### src/rtl/psum_drain.sv
// ----------------------------------------------------------------------------
// psum_drain
//
// Drains a contiguous region of the partial-sum buffer to a downstream
// valid/ready consumer (DMA). A one-cycle start in IDLE latches a base address
// and a word count. Reads are then issued to the buffer's 1-cycle-latency read
// port. Returned words pass through a 2-entry output FIFO, and the FIFO head
// drives the output beat.
//
// Ports
//   clk         clock, all logic on the rising edge
//   rst         synchronous, active-low reset
//   start       one-cycle drain request (honoured in IDLE only)
//   base_addr   first word address, sampled on accepted start
//   word_cnt    number of words to drain (0..2^ADDR_W), sampled on start
//   psum_raddr  buffer read address
//   psum_ren    buffer read strobe, data returns on psum_rdata one cycle later
//   psum_rdata  buffer read data
//   out_valid   out_data/out_last hold a beat
//   out_ready   downstream accepts the beat when out_valid & out_ready
//   out_data    drained word
//   out_last    final beat of the drain
//   busy        high from accepted start until the done cycle completes
//   done        one-cycle pulse after the final beat has been accepted
// ----------------------------------------------------------------------------
module psum_drain #(
  parameter int ADDR_W = 11,
  parameter int DATA_W = 32
) (
  input  logic              clk,
  input  logic              rst,
  input  logic              start,
  input  logic [ADDR_W-1:0] base_addr,
  input  logic [ADDR_W:0]   word_cnt,
  output logic [ADDR_W-1:0] psum_raddr,
  output logic              psum_ren,
  input  logic [DATA_W-1:0] psum_rdata,
  output logic              out_valid,
  input  logic              out_ready,
  output logic [DATA_W-1:0] out_data,
  output logic              out_last,
  output logic              busy,
  output logic              done
);

  typedef enum logic [1:0] {
    S_IDLE  = 2'd0,
    S_RUN   = 2'd1,
    S_FLUSH = 2'd2,
    S_DONE  = 2'd3
  } state_t;

  localparam logic [ADDR_W:0] CNT_ONE = {{ADDR_W{1'b0}}, 1'b1};

  // Control state
  state_t            state_q;
  logic [ADDR_W-1:0] addr_q;
  logic [ADDR_W:0]   total_q;
  logic [ADDR_W:0]   issue_q;
  logic              busy_q;
  logic              done_q;

  // Read pipeline: a read issued in cycle k has its data on psum_rdata in k+1
  logic              rvalid_q;
  logic              rlast_q;

  // Output FIFO
  logic [DATA_W-1:0] fifo_data_q [2];
  logic [1:0]        fifo_last_q;
  logic              rd_ptr_q;
  logic              wr_ptr_q;
  logic [1:0]        fifo_cnt_q;
  logic [1:0]        fifo_cnt_d;

  logic              fifo_nonempty_s;
  logic              push_s;
  logic              pop_s;
  logic              final_pop_s;
  logic [2:0]        occ_s;
  logic              issue_s;
  logic              last_issue_s;

  // Flow control and read issue decision
  always_comb begin
    fifo_nonempty_s = (fifo_cnt_q != 2'd0);
    push_s          = rvalid_q;
    pop_s           = fifo_nonempty_s & out_ready;
    final_pop_s     = pop_s & fifo_last_q[rd_ptr_q];
    // Occupancy the FIFO will have once this cycle's push/pop settle. A read
    // issued now lands two edges later, so issuing is safe only while this
    // is below the FIFO depth. Crediting the pop in the same cycle is what
    // lets a 2-deep FIFO sustain one beat per cycle.
    occ_s           = {1'b0, fifo_cnt_q} + {2'b00, rvalid_q} - {2'b00, pop_s};
    if (state_q == S_RUN) begin
      issue_s = (occ_s < 3'd2);
    end else begin
      issue_s = 1'b0;
    end
    last_issue_s = issue_s & (issue_q == (total_q - CNT_ONE));
  end

  // FIFO occupancy next state; push and pop together leave it unchanged
  always_comb begin
    fifo_cnt_d = fifo_cnt_q;
    case ({push_s, pop_s})
      2'b10:   fifo_cnt_d = fifo_cnt_q + 2'd1;
      2'b01:   fifo_cnt_d = fifo_cnt_q - 2'd1;
      default: fifo_cnt_d = fifo_cnt_q;
    endcase
  end

  // Drain FSM with address/issue counters and registered busy/done
  always_ff @(posedge clk) begin
    if (!rst) begin
      state_q <= S_IDLE;
      addr_q  <= {ADDR_W{1'b0}};
      total_q <= {(ADDR_W+1){1'b0}};
      issue_q <= {(ADDR_W+1){1'b0}};
      busy_q  <= 1'b0;
      done_q  <= 1'b0;
    end else begin
      case (state_q)
        S_IDLE: begin
          done_q <= 1'b0;
          if (start) begin
            addr_q  <= base_addr;
            total_q <= word_cnt;
            issue_q <= {(ADDR_W+1){1'b0}};
            busy_q  <= 1'b1;
            if (word_cnt == {(ADDR_W+1){1'b0}}) begin
              // Empty region: nothing to read, report completion directly
              state_q <= S_DONE;
              done_q  <= 1'b1;
            end else begin
              state_q <= S_RUN;
            end
          end else begin
            busy_q <= 1'b0;
          end
        end
        S_RUN: begin
          if (issue_s) begin
            // Address wraps naturally at the ADDR_W boundary
            addr_q  <= addr_q + {{(ADDR_W-1){1'b0}}, 1'b1};
            issue_q <= issue_q + CNT_ONE;
            if (last_issue_s) begin
              state_q <= S_FLUSH;
            end
          end
        end
        S_FLUSH: begin
          if (final_pop_s) begin
            state_q <= S_DONE;
            done_q  <= 1'b1;
          end
        end
        S_DONE: begin
          done_q  <= 1'b0;
          busy_q  <= 1'b0;
          state_q <= S_IDLE;
        end
        default: begin
          state_q <= S_IDLE;
          busy_q  <= 1'b0;
          done_q  <= 1'b0;
        end
      endcase
    end
  end

  // Read-return tracking; the last-beat tag travels alongside the read
  always_ff @(posedge clk) begin
    if (!rst) begin
      rvalid_q <= 1'b0;
      rlast_q  <= 1'b0;
    end else begin
      rvalid_q <= issue_s;
      rlast_q  <= last_issue_s;
    end
  end

  // Output FIFO storage and pointers; returned data is pushed in its valid cycle
  always_ff @(posedge clk) begin
    if (!rst) begin
      for (int i = 0; i < 2; i++) begin
        fifo_data_q[i] <= {DATA_W{1'b0}};
      end
      fifo_last_q <= 2'b00;
      rd_ptr_q    <= 1'b0;
      wr_ptr_q    <= 1'b0;
      fifo_cnt_q  <= 2'd0;
    end else begin
      if (push_s) begin
        fifo_data_q[wr_ptr_q] <= psum_rdata;
        fifo_last_q[wr_ptr_q] <= rlast_q;
        wr_ptr_q              <= ~wr_ptr_q;
      end
      if (pop_s) begin
        rd_ptr_q <= ~rd_ptr_q;
      end
      fifo_cnt_q <= fifo_cnt_d;
    end
  end

  // The head entry is held until accepted, so data/last stay stable under stall
  assign out_valid  = fifo_nonempty_s;
  assign out_data   = fifo_data_q[rd_ptr_q];
  assign out_last   = fifo_last_q[rd_ptr_q] & fifo_nonempty_s;
  assign psum_raddr = addr_q;
  assign psum_ren   = issue_s;
  assign busy       = busy_q;
  assign done       = done_q;

endmodule

### config.mk
export PLATFORM = sky130hd
export DESIGN_NAME = psum_drain
export DESIGN_NICKNAME = d
export VERILOG_FILES = /design/src/rtl/psum_drain.sv
export SDC_FILE = /design/constraint.sdc
export NUM_CORES = 1
export LEC_CHECK = 0
export CAP_MARGIN = 30
export CORE_AREA = 2 2 102 113
export DETAILED_ROUTE_END_ITERATION = 8
export DIE_AREA = 0 0 104 115
export HOLD_SLACK_MARGIN = 0.1
export PLACE_DENSITY = 0.78
export SYNTH_ARGS = -nofsm -noshare
export SYNTH_HDL_FRONTEND = slang
export SYNTH_SLANG_ARGS = --single-unit
### constraint.sdc
create_clock -name clk -period 3.9 [get_ports clk]
set_input_delay 0.78 -clock clk [delete_from_list [all_inputs] [get_ports clk]]
set_output_delay 0.78 -clock clk [all_outputs]
set_load 0.01 [all_outputs]
# After elaboration in Yosys (flattened, before gate mapping)
# Memories as Yosys holds them, arrays and structs flattened. A register that Yosys moved wholly into a read port is not among the register bits.
# Index checks and enable logic that the tools add are counted.
totals:
  ff_bits: 47
  mem_bits_rw: 64
  in_bits: 59
  out_inout_bits: 48
  mem_count: 1
op_classes:
  addsub: 7
  order_cmp: 4
  eq_ne: 10
  mux: 34
  bitwise: 6
  reduce_logical: 13
memory_table:
  columns: ["memory", "words", "width", "rd", "rd_clocked_by_memory_dff", "wr", "line", "source"]
  rows:
  - ["fifo_data_q", 2, 32, 1, 1, 2, "68", "logic [DATA_W-1:0] fifo_data_q [2];"]
op_table:
  columns: ["cell", "n"]
  rows:
  - ["32-bit two-way mux", 1]
  - ["32-bit OR reduction", 1]
  - ["12-bit two-way mux", 2]
  - ["12-bit one-hot mux with 2 select lines", 1]
  - ["11-bit two-way mux", 2]
  - ["11-bit one-hot mux with 2 select lines", 1]
  - ["1-bit two-way mux", 16]
  - ["12-bit by 1-bit adder with 12-bit output (second input constant)", 1]
  - ["12-bit equality test", 1]
  - ["12-bit zero test", 1]
  - ["12-bit by 1-bit subtractor with 12-bit output (second input constant)", 1]
  - ["11-bit by 1-bit adder with 11-bit output (second input constant)", 1]
  - ["2-bit two-way mux", 5]
  - ["2-bit != test (second input constant)", 4]
  - ["2-bit one-hot mux with 4 select lines", 1]
  - ["2-bit nonzero test", 4]
  - ["2-bit equality test (second input constant)", 3]
  - ["1-bit AND", 4]
  - ["2-bit by 1-bit equality test with 1-bit output (second input constant)", 2]
  - ["1-bit by 2-bit < comparator with 1-bit output (second input constant)", 2]
  - ["2-bit one-hot mux with 2 select lines", 1]
  - ["2-bit AND reduction", 2]
  - ["4-bit AND reduction", 1]
  - ["2-bit by 1-bit adder with 3-bit output", 1]
  - ["14 further kinds", 15]

# Longest topological paths before layout
# Gate-level depths: netlist of run 1.
depth:
  depth_word: 9
  mapped_depth: 15

# Worst setup path before layout of run 1
# No wires, ideal clock.
synth_timing:
  path_type: "input-to-reg"
  from: "input out_ready"
  to: "register state_q[1]"
  setup_ns: 0.072
  arrival_time_ns: 3.238
  required_time_ns: 3.828
  path_slack_ns: 0.591
  stages: 13
  path_cell_list: "nand2_1 -> inv_1 -> ha_1 -> nand2b_1 -> fa_1 -> xnor2_1 -> and3_1 -> clkbuf_1 -> nand4_1 -> a2111oi_2 -> a21boi_1 -> a211oi_2 -> mux2i_1"
synth_between:
  elab_chain_len: 7
synth_lines:
  columns: ["item", "line", "source"]
  rows:
  - ["start, declared", "39", "input logic out_ready,"]
  - ["1-bit AND *", "87", "pop_s = fifo_nonempty_s & out_ready;"]
  - ["net pop_s", "77", "logic pop_s;"]
  - ["3-bit by 1-bit subtractor with 3-bit output *", "93", "occ_s = {1'b0, fifo_cnt_q} + {2'b00, rvalid_q} - {2'b00, pop_s};"]
  - ["3-bit by 2-bit < comparator with 1-bit output *", "95", "issue_s = (occ_s < 3'd2);"]
  - ["1-bit two-way mux *", "94", "if (state_q == S_RUN) begin"]
  - ["net psum_ren", "36", "output logic psum_ren,"]
  - ["1-bit AND", "99", "last_issue_s = issue_s & (issue_q == (total_q - CNT_ONE));"]
  - ["2-bit != test (no line)", null, null]
  - ["4-bit AND reduction (no line) *", null, null]
  - ["end signal, assigned", "115", "state_q <= S_IDLE;"]
  - ["end signal, assigned", "132", "state_q <= S_DONE;"]
  - ["end signal, assigned", "135", "state_q <= S_RUN;"]
  - ["end, declared", "56", "state_t state_q;"]
# Mark *: on every way through the listed nets, which the timed path passes. The rest lies on a longest branch.
# A chain may end at the register's enable or synchronous reset.

# Worst setup path in the final report of run 1
layout_timing:
  from: "input out_ready"
  to: "output psum_ren"
layout_between:
  elab_chain_len: 4
layout_lines:
  columns: ["item", "line"]
  rows:
  - ["1-bit AND", "87"]
  - ["net pop_s", "77"]
  - ["3-bit by 1-bit subtractor with 3-bit output", "93"]
  - ["3-bit by 2-bit < comparator with 1-bit output", "95"]
  - ["1-bit two-way mux", "94"]
  - ["end, declared", "36"]
# The timed path passes the listed nets, and every way through them passes these cells.

==> metrics.log, run 1 <==
INFO  metric number_of_pins_exceeding_their_max_slew_limit_in_the_final_report = 0
INFO  metric synth-warning-count = 0
INFO  metric worstSetupStartpointType = primary input
INFO  metric die_area = 0.01196 sq mm
INFO  metric drive_above_1_share = 0.1085
INFO  metric worstHoldPathType = reg -> reg
INFO  metric hold_slack = 0.4900 ns
INFO  metric unique_masters_post_synth = 57
INFO  metric critical_path_peak_fanout = 4
INFO  metric final_antenna_net_count = 0
INFO  metric total_leakage_power = 2.649 nW
INFO  metric setup_total_negative_slack = 0 ns
INFO  metric ir_drop = 0.2985 mV
INFO  metric rsz0062_at_grt = no
INFO  metric slew_headroom = 0.5235
INFO  metric period_share = 0.9549
INFO  metric coreArea = 0.01081 sq mm
INFO  metric postSynth.asyncResetShare = 0
INFO  metric synth.avg_cell_area = 10.40 sq um
INFO  metric syn_nets = 600
INFO  metric layout.cells.most_common_list = 105 x clkdlybuf4s50_1, 71 x and2_1, 64 x edfxtp_1
INFO  metric type_of_destination_of_the_critical_path = output pin
INFO  metric grt_start_max_net_pins = 39
INFO  metric seq_total_area_yosys = 0.5229
INFO  metric detail_route.wl_per_cell = 14.87 um
INFO  metric core.rowCount = 40
INFO  metric grt_total_ovfl = 0
INFO  metric combinationalPowerShare = 0.375
INFO  metric critical_path_required = 3.12 ns
INFO  metric crit_arrival = 2.94 ns
INFO  metric r2r_slack = 0.57 ns
INFO  metric shortest_period_the_worst_path_allows = 3.724 ns
INFO  metric floorplan.io_pins = 107
INFO  metric num_vias = 4175
INFO  metric synthToLayoutAreaGrowth = 27.67%
INFO  metric dr.pass1.iters = 4
INFO  metric fmax = 0.2685 GHz
INFO  metric reg2regPathDepth = 15
INFO  metric clkSinkCount = 112
INFO  metric synth_cell_area = 0.005513 sq mm
INFO  metric detail_routed_via_count_per_cell = 5.332
INFO  metric antenna-diode-count = 0
INFO  metric grt_pass1_wl = 19600 um
INFO  metric power_report.internal_total = 2.634 mW
INFO  metric tritoncts = built
INFO  metric cts.root.buffer_cell = clkbuf_16
INFO  metric clock_skew = 0.009875 ns
INFO  metric clockPowerShare = 0.220
INFO  metric global_route.usage.total = 0.2037
INFO  metric timing.hold.worst_endpoint = total_q[11]$_SDFFE_PN0P_
INFO  metric synthesis.instances = 530
INFO  metric postCtsHoldBufs = 0
INFO  metric worst_skew_pair.late_latency = 0.35 ns
INFO  metric finalPower = 3.914 mW
INFO  metric die-height = 115 um
INFO  metric finalSetupViolations = 0
INFO  metric power.sequential.fraction = 0.405
INFO  metric placement.io_buffers = 106
INFO  metric number_of_flops_mapped_to_enable_cells_by_yosys = 64
INFO  metric drt_drc_violations_left = 0
INFO  metric dr.first_iter.drc_count = 239
INFO  metric r2r_start = fifo_cnt_q[1]$_SDFFE_PN0N_
INFO  metric worstMarginPinSlew = 0.7099 ns
INFO  metric timing.rr.end = state_q[1]$_SDFFE_PN0P_
INFO  metric drt-total-wl = 11640 um
INFO  metric power.switching_fraction = 0.3270
INFO  metric grt_pass1_vias = 4257
INFO  metric worst_hold_startpoint = total_q[11]$_SDFFE_PN0P_
INFO  metric cts_buffer_depth = 2
INFO  metric place_hpwl = 8173 um
INFO  metric power_density = 556.1 mW/mm^2
INFO  metric synth_ff_type = edfxtp_1
INFO  metric total_count_of_hold_check_failures_in_the_final_report = 0
INFO  metric cts-buffers-inserted = 9
INFO  metric status = finished clean
INFO  metric floorplan.initialDensity = 0.5100
INFO  metric gp_routability_congestion = 0.8103
INFO  metric num-nets-final = 701
INFO  metric die-width = 104 um
INFO  metric synth_seq_cells = 112
INFO  metric hold_depth = 2
INFO  metric grt_antenna_before_repair = 0
INFO  metric cts-htree-levels = 3
INFO  metric worst-setup-path-type = in -> out
INFO  metric cap_violations = 0
INFO  metric most_common_library_cell_in_the_layout_ignoring_fill_and_taps = clkdlybuf4s50_1
INFO  metric p_sw = 1.280 mW
INFO  metric clkSlewWorstSetupHoldPaths = 0.07 ns
==> worst max path at each step <==
stage | from | to | cells after the start
floorplan | out_ready | state_q[1]$_SDFFE_PN0P_ | 13
global placement | out_ready | psum_ren | 9
detailed placement | out_ready | psum_ren | 9
CTS | out_ready | psum_ren | 9
global route | out_ready | psum_ren | 9
finish | out_ready | psum_ren | 9
==> routing by layer <==
metal / up-vias / global-route usage / wire [um]
met5: - / 0 / 0
met2: 89 / 0.3680 / 5905
met3: 12 / 0.04025 / 397
li1: 2063 / - / -
met1: 2011 / 0.2467 / 5199
met4: 0 / 0.06667 / 142
==> Yosys cell counts, drive strengths merged, types with 6 or more instances <==
master	count	share of area
nand2b	7	0.0079
ha	10	0.023
edfxtp	64	0.35
a211oi	8	0.012
a21oi	30	0.027
o21ai	16	0.015
nand4	6	0.0068
nor2	32	0.022
nand3	10	0.0091
inv	14	0.0095
nor3	6	0.0054
dfxtp	48	0.17
xor2	13	0.021
and2	71	0.081
nand2	62	0.042
xnor2	13	0.021
clkbuf	23	0.016
and3	9	0.010
mux2	32	0.065
==> cell families (layout without fill, tap and decap cells) <==
kind of cell	after synthesis	count (layout)	synth area share
compound gates	79	79	0.09237
xor+xnor	26	26	0.04131
fa+ha+maj	11	11	0.02633
buf+inv	42	148	0.02996
flops	112	112	0.5229
mux	35	35	0.07081
simple gates	225	225	0.2163
==> layout make-up <==
type / count / area (sq um)
clock inverters: 6 / 45.04
well taps: 147 / 183.9
repair buffers: 118 / 1170
fillers: 908 / 3772
multi-input cells: 376 / 2475
inverters: 14 / 52.55
flip-flops and latches: 112 / 2883
clock buffers: 10 / 229.0
==> metrics by stage <==
stage,util,setup WS (ns),instances,area (sq um)
global placement,0.6233,-0.08784,766,6738
floorplan,-,0.5908,530,5513
finish,0.6510,0.1758,783,7038
detailed placement,0.6258,-0.1012,767,6765
global route,0.6510,0.04800,783,7038
CTS,0.6510,0.1640,783,7038
==> flip-flops by register name, summed over array words and instances, names as in the netlist, 2 cells and up, named ones only <==
signal and flops:
fifo_last_q 2, total_q 12, fifo_data_q 64, issue_q 12, psum_raddr 11, state_q 2
fifo_cnt_q 2
==> power by group through the flow <==
stage	registers, mW	clock network (mW)	logic [mW]
final	1.58	0.863	1.47
after CTS	1.58	0.875	1.48
after global placement	1.60	0	1.44
after detailed placement	1.61	0	1.48
after global routing	1.61	0.926	1.61
after floorplan	1.60	0	0.869
==> worst max-delay path: stages <==
cell and delay, ns:
clkdlybuf4s50_1 0.40, nand2_1 0.12, inv_1 0.08, ha_1 0.32, nand2b_1 0.17, fa_1 0.38, xnor2_1 0.17, and3_1 0.23
dlygate4sd2_1 0.29
==> repair_timing <==
item,in CTS,in global routing
endpoints found under the setup margin,1,0
buffers inserted,0,0
resized for setup,1,0
No activity file was read; power rests on OpenSTA's default activity.
==> run 2, diff against run 1 <==
--- a/config.mk
+++ b/config.mk
@@ -9,6 +9,7 @@
 export CORE_AREA = 2 2 102 113
 export DETAILED_ROUTE_END_ITERATION = 8
 export DIE_AREA = 0 0 104 115
+export GPL_ROUTABILITY_DRIVEN = 0
 export HOLD_SLACK_MARGIN = 0.1
 export PLACE_DENSITY = 0.78
 export SYNTH_ARGS = -nofsm -noshare
==> results of run 2 <==
Same layout as run 1: the final DEF is identical, and so are final timing and power.
==> run 3, diff against run 2 <==
==> constraint.sdc (replaced) <==
create_clock -name clk -period 3.9 [get_ports clk]
set_input_delay 0.78 -clock clk [delete_from_list [all_inputs] [get_ports clk]]
set_output_delay 0.78 -clock clk [all_outputs]
set_load 0.05 [all_outputs]
==> run 3 against run 2 <==
Worst hold slack lost 0.0042 ns. Routed wire length rose by 0.62%. Flip-flop and latch count unchanged. Via count shrank 1.1%. Die area did not move. Non-clock buffer count fell by 1. Total power grew 13%. Global-route usage decreased by 0.28 points. Clock skew down 0.0044 ns. Highest routed layer unchanged. Sequential share of layout area about the same. Register-to-register slack gained 0.11 ns.
==> metrics.log, run 3 (synthesis gave the netlist of run 1 again) <==
INFO  metric status = finished clean (unchanged)
INFO  metric place_hpwl = 8202 um (was 8173 um)
INFO  metric dr.first_iter.drc_count = 188 (was 239)
INFO  metric grt_start_max_net_pins = 34 (was 39)
INFO  metric grt_pass1_vias = 4168 (was 4257)
INFO  metric detail_route.wl_per_cell = 15.00 um (was 14.87 um)
INFO  metric r2r_start = fifo_cnt_q[1]$_SDFFE_PN0N_ (unchanged)
INFO  metric worstMarginPinSlew = 0.6915 ns (was 0.7099 ns)
INFO  metric cts.root.buffer_cell = clkbuf_16 (unchanged)
INFO  metric die-width = 104 um (unchanged)
INFO  metric floorplan.initialDensity = 0.5100 (unchanged)
INFO  metric tritoncts = built (unchanged)
INFO  metric placement.io_buffers = 106 (unchanged)
INFO  metric rsz0062_at_grt = no (unchanged)
INFO  metric synthToLayoutAreaGrowth = 27.60% (was 27.67%)
INFO  metric die-height = 115 um (unchanged)
INFO  metric top_layer_used = met4 (unchanged)
INFO  metric drt_drc_violations_left = 0 (unchanged)
INFO  metric grt_pass1_wl = 19330 um (was 19600 um)
INFO  metric clock_skew = 0.005457 ns (was 0.009875 ns)
INFO  metric clkSlewWorstSetupHoldPaths = 0.07 ns (about the same)
INFO  metric wl_met3 = 367 um (was 397 um)
INFO  metric setup_total_negative_slack = 0 ns (unchanged)
INFO  metric fillCellCount = 868 (was 908)
INFO  metric worst_hold_startpoint = rlast_q$_SDFF_PN0_ (was total_q[11]$_SDFFE_PN0P_)
INFO  metric cts-htree-levels = 3 (unchanged)
INFO  metric grt_antenna_before_repair = 0 (unchanged)
INFO  metric die_area = 0.01196 sq mm (unchanged)
INFO  metric cts_buffer_depth = 2 (unchanged)
INFO  metric final_antenna_net_count = 0 (unchanged)
INFO  metric biggestRegsByFlops = fifo_data_q (64), issue_q (12), total_q (12) (unchanged)
INFO  metric largest_register_ff_count = 64 (unchanged)
INFO  metric total_leakage_power = 2.646 nW (was 2.649 nW)
INFO  metric clkSinkCount = 112 (unchanged)
INFO  metric dr.pass1.iters = 5 (was 4)
INFO  metric drt-total-wl = 11720 um (was 11640 um)
INFO  metric shortest_period_the_worst_path_allows = 3.683 ns (was 3.724 ns)
INFO  metric cts_post_setup_buffers_inserted = 0 (unchanged)
INFO  metric core.rowCount = 40 (unchanged)
INFO  metric most_common_library_cell_in_the_layout_ignoring_fill_and_taps = clkdlybuf4s50_1 (unchanged)
INFO  metric ir_drop = 0.3844 mV (was 0.2985 mV)
INFO  metric slowest_cp_cell = clkdlybuf4s50_1 (unchanged)
INFO  metric period_share = 0.9442 (was 0.9549)
INFO  metric number_of_instances_resized_during_post_cts_repair = 0 (was 1)
INFO  metric worstHoldPathType = reg -> reg (unchanged)
INFO  metric critical_path_peak_fanout = 4 (unchanged)
INFO  metric crit_arrival = 2.90 ns (was 2.94 ns)
INFO  metric postCtsHoldBufs = 0 (unchanged)
INFO  metric r2r_slack = 0.68 ns (was 0.57 ns)
INFO  metric coreArea = 0.01081 sq mm (unchanged)
INFO  metric cap_violations = 0 (unchanged)
INFO  metric antenna-diode-count = 0 (unchanged)
INFO  metric area.sequential = 0.002883 sq mm (unchanged)
INFO  metric grt_total_ovfl = 0 (unchanged)
INFO  metric floorplan.io_pins = 107 (unchanged)
INFO  metric largest_register_by_flop_count = fifo_data_q (unchanged)
INFO  metric detail_routed_via_count_per_cell = 5.286 (was 5.332)
INFO  metric path_delay_family = buffers and inverters (unchanged)
INFO  metric worstSetupStartpointType = primary input (unchanged)
INFO  metric worst-setup-path-type = in -> out (unchanged)
INFO  metric total_count_of_hold_check_failures_in_the_final_report = 0 (unchanged)
INFO  metric slew_headroom = 0.5359 (was 0.5235)
INFO  metric power_density = 628.8 mW/mm^2 (was 556.1 mW/mm^2)
INFO  metric critical_path_buf_inv_count = 4 (was 3)
INFO  metric global_route.usage.total = 0.2009 (was 0.2037)
INFO  metric number_of_pins_exceeding_their_max_slew_limit_in_the_final_report = 0 (unchanged)
INFO  metric fmax = 0.2716 GHz (was 0.2685 GHz)
INFO  metric crit_path_cell_trace = clkdlybuf4s50_1 > nand2_1 > inv_1 > ha_1 > nand2b_1 > fa_1 > xnor2_1 > and3_1 > buf_4 > buf_12 (was clkdlybuf4s50_1 > nand2_1 > inv_1 > ha_1 > nand2b_1 > fa_1 > xnor2_1 > and3_1 > dlygate4sd2_1)
INFO  metric cpPeakStageDelay = 0.40 ns (about the same)
INFO  metric m1WireLength = 5233 um (was 5199 um)
INFO  metric layout.cells.most_common_list = 105 x clkdlybuf4s50_1, 71 x and2_1, 64 x edfxtp_1 (unchanged)
INFO  metric cts-buffers-inserted = 9 (unchanged)
INFO  metric area_of_the_multi_input_gates = 0.002475 sq mm (unchanged)
INFO  metric worst_skew_pair.late_latency = 0.34 ns (was 0.35 ns)
INFO  metric finalSetupViolations = 0 (unchanged)
INFO  metric critical_path_required = 3.12 ns (about the same)
INFO  metric num-nets-final = 700 (was 701)
INFO  metric type_of_destination_of_the_critical_path = output pin (unchanged)
INFO  metric drive_above_1_share = 0.1088 (was 0.1085)
INFO  metric finalCoreUtilization = 0.6507 (was 0.6510)
INFO  metric worst_setup_path_startpoint = out_ready (unchanged)
INFO  metric met2WireLength = 5967 um (was 5905 um)
INFO  metric num_vias = 4128 (was 4175)
==> run 3: cell count changes in the layout (fill, tap and decap cells not counted) <==
cell / change
buf_12: +1
buf_16: -1
buf_4: -1
buf_8: +1
clkbuf_1: -1
clkinvlp_2: -2
clkinvlp_4: +1
dlygate4sd2_1: -1
inv_8: +1
==> run 3: per-layer routing <==
metal,track usage,up-vias
met5,0,-
met4,0.06126,0
met3,0.04082,11
met2,0.3684,84
met1,0.2396,1976
li1,-,2057
==> run 3: path summary, 6_finish.rpt <==
kind,end,cells past startpoint
max,psum_ren,10
min,fifo_last_q[1]$_SDFFE_PN0P_,1
max reg2reg,issue_q[11]$_SDFFE_PN0P_,14
min reg2reg,fifo_last_q[1]$_SDFFE_PN0P_,1
==> run 3: layout make-up <==
| class | instances | share of cell area |
|---|---|---|
| clock buffer | 9 | 0.03202 |
| clock inverter | 6 | 0.007649 |
| inverter | 14 | 0.007471 |
| multi-input combinational | 376 | 0.3518 |
| sequential | 112 | 0.4098 |
| tap | 147 | 0.02615 |
| timing repair buffer | 117 | 0.1651 |
==> run 3: power breakdown <==
group / switching [mW] / internal (mW) / leakage, nW
combinational: 1.22 / 0.758 / 1.46
sequential: 0.132 / 1.45 / 1.06
clock: 0.417 / 0.440 / 0.134
total: 1.77 / 2.65 / 2.65
==> run 3: worst register-to-register path: stages (launching register included) <==
cell	delay, ns
dfxtp_1	0.37
nor2_1	0.17
inv_1	0.07
nand2_1	0.12
inv_1	0.08
ha_1	0.32
nand2b_1	0.18
fa_1	0.38
xnor2_1	0.17
nand2_1	0.12
a211o_1	0.34
nor3_1	0.40
nand3_1	0.17
xor2_1	0.17
nor2_1	0.05
==> run 3: per-stage QoR <==
step | instances | area [sq um] | worst slack, ns | power, mW | hold slack (ns)
2_1_floorplan | 530 | 5513 | 0.1286 | 2.967 | 0.4422
3_3_place_gp | 765 | 6740 | 0.2007 | 3.548 | 0.4744
3_5_place_dp | 766 | 6755 | 0.08323 | 3.589 | 0.4801
4_1_cts | 781 | 7034 | 0.2050 | 4.457 | 0.4922
5_1_grt | 781 | 7034 | 0.06840 | 4.660 | 0.5153
6_report | 781 | 7034 | 0.2175 | 4.423 | 0.4858
